$ cat src/rtl/syn_sram_ctrl.sv
// Controller for an asynchronous 16-bit SRAM: 3-cycle reads, 4-cycle writes
// (setup / we_n pulse / hold), with every SRAM strobe driven straight from a flop.
module syn_sram_ctrl #(
  parameter int DATA_W = 16,
  parameter int ADDR_W = 18
) (
  input  logic              clk_ir,
  input  logic              rst_ih,
  input  logic              rd_en,
  input  logic              wr_en,
  input  logic [ADDR_W-1:0] addr,
  input  logic [DATA_W-1:0] wr_data,
  output logic              rdy,
  output logic              rd_valid,
  output logic [DATA_W-1:0] rd_data,
  output logic              coll_err,
  output logic [ADDR_W-1:0] sram_addr,
  output logic [DATA_W-1:0] sram_dq_o,
  input  logic [DATA_W-1:0] sram_dq_i,
  output logic              sram_dq_oe,
  output logic              sram_ce_n,
  output logic              sram_oe_n,
  output logic              sram_we_n,
  output logic              sram_lb_n,
  output logic              sram_ub_n
);

  typedef enum logic [2:0] {
    IDLE   = 3'd0,
    RD1    = 3'd1,
    RD2    = 3'd2,
    WR_SU  = 3'd3,
    WR_PLS = 3'd4,
    WR_HLD = 3'd5
  } state_t;

  state_t              state_reg, state_next;
  logic                accept;
  logic                ce_n_reg, ce_n_next;
  logic                oe_n_reg, oe_n_next;
  logic                we_n_reg, we_n_next;
  logic                dq_oe_reg, dq_oe_next;
  logic                rd_valid_reg, rd_valid_next;
  logic                coll_err_reg, coll_err_next;
  logic [ADDR_W-1:0]   sram_addr_reg;
  logic [DATA_W-1:0]   sram_dq_o_reg;
  logic [DATA_W-1:0]   rd_data_reg;

  assign rdy    = (state_reg == IDLE);
  assign accept = rdy & (rd_en | wr_en);

  // A write wins over a simultaneous read; the read is dropped and flagged.
  always_comb begin
    state_next = state_reg;
    case (state_reg)
      IDLE:    if (accept) state_next = wr_en ? WR_SU : RD1;
      RD1:     state_next = RD2;
      RD2:     state_next = IDLE;
      WR_SU:   state_next = WR_PLS;
      WR_PLS:  state_next = WR_HLD;
      WR_HLD:  state_next = IDLE;
      default: state_next = IDLE;
    endcase
  end

  // Strobes are decoded from the upcoming state so each one lands in a flop.
  always_comb begin
    ce_n_next     = (state_next == IDLE);
    oe_n_next     = !((state_next == RD1) || (state_next == RD2));
    we_n_next     = (state_next != WR_PLS);
    dq_oe_next    = (state_next == WR_SU) || (state_next == WR_PLS) ||
                    (state_next == WR_HLD);
    rd_valid_next = (state_reg == RD2);
    coll_err_next = accept & rd_en & wr_en;
  end

  always_ff @(posedge clk_ir or posedge rst_ih) begin
    if (rst_ih) begin
      state_reg     <= IDLE;
      ce_n_reg      <= 1'b1;
      oe_n_reg      <= 1'b1;
      we_n_reg      <= 1'b1;
      dq_oe_reg     <= 1'b0;
      rd_valid_reg  <= 1'b0;
      coll_err_reg  <= 1'b0;
      sram_addr_reg <= '0;
      sram_dq_o_reg <= '0;
      rd_data_reg   <= '0;
    end else begin
      state_reg     <= state_next;
      ce_n_reg      <= ce_n_next;
      oe_n_reg      <= oe_n_next;
      we_n_reg      <= we_n_next;
      dq_oe_reg     <= dq_oe_next;
      rd_valid_reg  <= rd_valid_next;
      coll_err_reg  <= coll_err_next;
      if (accept) sram_addr_reg <= addr;
      if (accept && wr_en) sram_dq_o_reg <= wr_data;
      if (state_reg == RD2) rd_data_reg <= sram_dq_i;
    end
  end

  assign sram_ce_n  = ce_n_reg;
  assign sram_lb_n  = ce_n_reg;
  assign sram_ub_n  = ce_n_reg;
  assign sram_oe_n  = oe_n_reg;
  assign sram_we_n  = we_n_reg;
  assign sram_dq_oe = dq_oe_reg;
  assign sram_addr  = sram_addr_reg;
  assign sram_dq_o  = sram_dq_o_reg;
  assign rd_data    = rd_data_reg;
  assign rd_valid   = rd_valid_reg;
  assign coll_err   = coll_err_reg;

endmodule

$ cat config.mk
export PLATFORM = sky130hd
export DESIGN_NAME = syn_sram_ctrl
export DESIGN_NICKNAME = d
export VERILOG_FILES = /design/src/rtl/syn_sram_ctrl.sv
export SDC_FILE = /design/constraint.sdc
export NUM_CORES = 1
export LEC_CHECK = 0
export CORE_MARGIN = 5
export CORE_UTILIZATION = 43
export DETAILED_ROUTE_END_ITERATION = 7
export GPL_TIMING_DRIVEN = 0
export PLACE_DENSITY = 0.84
export SETUP_SLACK_MARGIN = 0.4
export SYNTH_ARGS = -nofsm -noshare
export SYNTH_HDL_FRONTEND = slang
export SYNTH_SLANG_ARGS = --single-unit
$ cat constraint.sdc
create_clock -name clk_ir -period 6.15 [get_ports clk_ir]
set_clock_uncertainty 0.2 [all_clocks]
set_input_delay 1.845 -clock clk_ir [delete_from_list [all_inputs] [get_ports clk_ir]]
set_output_delay 1.845 -clock clk_ir [all_outputs]
set_load 0.005 [all_outputs]
==> summary.txt <==
Status
  – Status: completed

Timing
  – Final Cycle Share: around three fifths
  – Final hold slack: around 300 ps
  – Relative slew slack: 66.3%
  – Setup TNS: 0 ps
  – Final max-slew violation count: 0
  – Fmax: 272 MHz
  – Slew @ Worst Pin: between 500 and 600 ps
  – # setup viols final: 0
  – Tmin final: approximately 3700 ps
  – PnR worst setup slack: ~2500 ps
  – Final hold violation count: 0
  – Unrepaired setup endpoints after global routing: false

Power
  – Worst VDD drop: 0.272 mV
  – Leakage: 1.62 nW
  – Total Power: between 2 and 2.5 mW
  – Pwr Density: ~540 nW/um2

Synth
  – Area of the mapped netlist: 2350 um2
  – Synth area leader: dfrtp_1
  – Syn avg cell area: 17.0 um2
  – Netlist cell types: 22
  – Syn_nets: around 190
  – Synth top area cells: dfrtp_1 (60%), mux2_2 (14%), mux2_4 (13%)
  – Synth top area share: 59.6%
  – Number of synthesized register bits: 59
  – Sequential-to-total area share from yosys stat: a little over three fifths
  – Ys Warns: 0
  – Synth Instances: between 100 and 150

CTS
  – Post-cts resize count: 0
  – Clock slew at reported path FFs: ~70 ps
  – Htree depth: 3
  – Post-CTS Hold Fix Bufs: 0
  – CTS tree: built
  – Maximum clock insertion buffer count: 2
  – Root Driver: clkbuf_8
  – Post-CTS Setup Bufs: 0
  – TritonCTS Buffers: 9
  – CTS Sinks: 59
  – Clock latency at the later pin of the worst-skew pair: around 320 ps

Global routing
  – First-pass GRT wire length: between 8 and 9 mm
  – Vias in the first global route: around 1700
  – Initial antenna violation count: 0
  – Pin count of the biggest net entering global routing: 37
  – Gr usage total: 16.4%
  – GRT overflow: 0

Placed design
  – Placed cell count: ~320
  – Hpwl dp: roughly 4.2 mm
  – Placed cell areas: 3580 um2
  – RD Place Congestion: between 0.7 and 0.8
  – I/O Buffers: roughly 110
  – Pre-CTS setup slack: roughly 2600 ps

Route
  – Final wirelength: ~5.5 mm
  – Final antenna-violating net count: 0
  – Via count: roughly 1500
  – Vias per std cell: about 4.6
  – 1st-iter DRT viols: 19
  – Pre-Repair DR Iteration Count: 3
  – DRC: 0
  – WL/cell: approximately 16 um

Die
  – # IOs: around 110
  – Die W: about 84 um
  – Num rows: 27
  – DIE AREA: approximately 7000 um2
  – CORE AREA: between 5000 and 6000 um2
  – Die Height: 83.9 um
  – Initial core utilization: about 43%

Run
  – Maxcap violations: 0

Final layout
  – Leading cell types in the layout, fill and taps excluded: clkdlybuf4s50_1 (112), dfrtp_1 (56), mux2_2 (30)
  – Fin area: between 3000 and 4000 um2
  – Register area: about 1500 um2
  – Area of the multi-input gates: about 760 um2
  – Layout cells sized above 1: a little under a third
  – Largest register FFs: 18
  – Fin util: between 70 and 80%
  – Fill cell count: 406
  – Area grow syn2layout: 61.3%
  – N_diodes: 0
  – Net count, final: 316
  – Commonest non-fill, non-tap cell in the layout: clkdlybuf4s50_1
  – Final std cells w/o fill: ~340

Critical path
  – Crit path max fanout: 6
  – WP data required: between 4000 and 5000 ps
  – Arrival time worst endpoint: between 1500 and 2000 ps
  – Worst r2r path cells: 5
  – CP Capture Type: output pin
  – WS Path Type: flop to output pin
  – Critical Path Source Type: flop

Worst hold path
  – Min-Delay Path Depth: 1
  – Worst Hold Class: flop to flop
==> Yosys cell counts <==
cell type  count
clkbuf_2       1
o32ai_1        1
and3_2         1
mux2_4        20
a21oi_1        1
buf_12         2
nor3_4         1
buf_6          3
nor2_1         4
nor3_1         2
inv_1          3
nand3_1        1
nor3b_4        1
nand2_1        2
dfrtp_1       56
and2_4         1
dfstp_2        3
mux2_2        30
and3b_2        1
buf_4          2
or2_2          1
o21a_1         1
==> cells by family after synthesis <==
family                 count (synthesis)  share of synthesized area [%]
buffers and inverters                 11                           4.47
flip-flops                            59                           63.0
multiplexers                          50                           27.2
AO/OA/AOI/OAI                          3                          0.905
AND/OR/NAND/NOR                       15                           4.47
==> worst max-delay path, stage by stage (launching register included) <==
cell             delay (ps)
dfrtp_1                 470
nor3_4                  280
clkdlybuf4s50_1         550
==> metal layers <==
metal	vias up	routed length, um	global-route usage [%]
met3	9	338	5.82
met5	-	0	0
li1	724	-	-
met2	57	2930	28.6
met4	0	106	8.04
met1	758	2100	17.4
==> layout make-up <==
| cell class | instances | share of cell area (%) |
|---|---|---|
| inverters | 3 | 0.297 |
| plain buffers | 8 | 2.48 |
| repair buffers | 113 | 30.1 |
| clock inverters | 5 | 2.05 |
| well taps | 72 | 2.38 |
| flip-flops and latches | 59 | 39.1 |
| multi-input cells | 68 | 20.2 |
| clock buffers | 11 | 3.47 |
==> path summary, 6_finish.rpt <==
path                                   start       endpoint  slack (ps)
worst max-delay path            state_reg[0]            rdy        2480
worst min-delay path              rd_data[9]     rd_data[9]         310
worst max register to register  state_reg[0]   sram_addr[0]        4280
worst min register to register    rd_data[9]     rd_data[9]         310
max in group asynchronous             rst_ih      sram_oe_n        3440
min in group asynchronous             rst_ih  sram_dq_o[11]        1690
==> power by group <==
group,leakage [nW],internal [mW],total (mW),switching [mW]
Combinational,0.824,0.681,0.970,0.289
Sequential,0.696,0.593,0.702,0.108
Clock,0.103,0.227,0.373,0.146
Power figures use the tool's default switching activity.
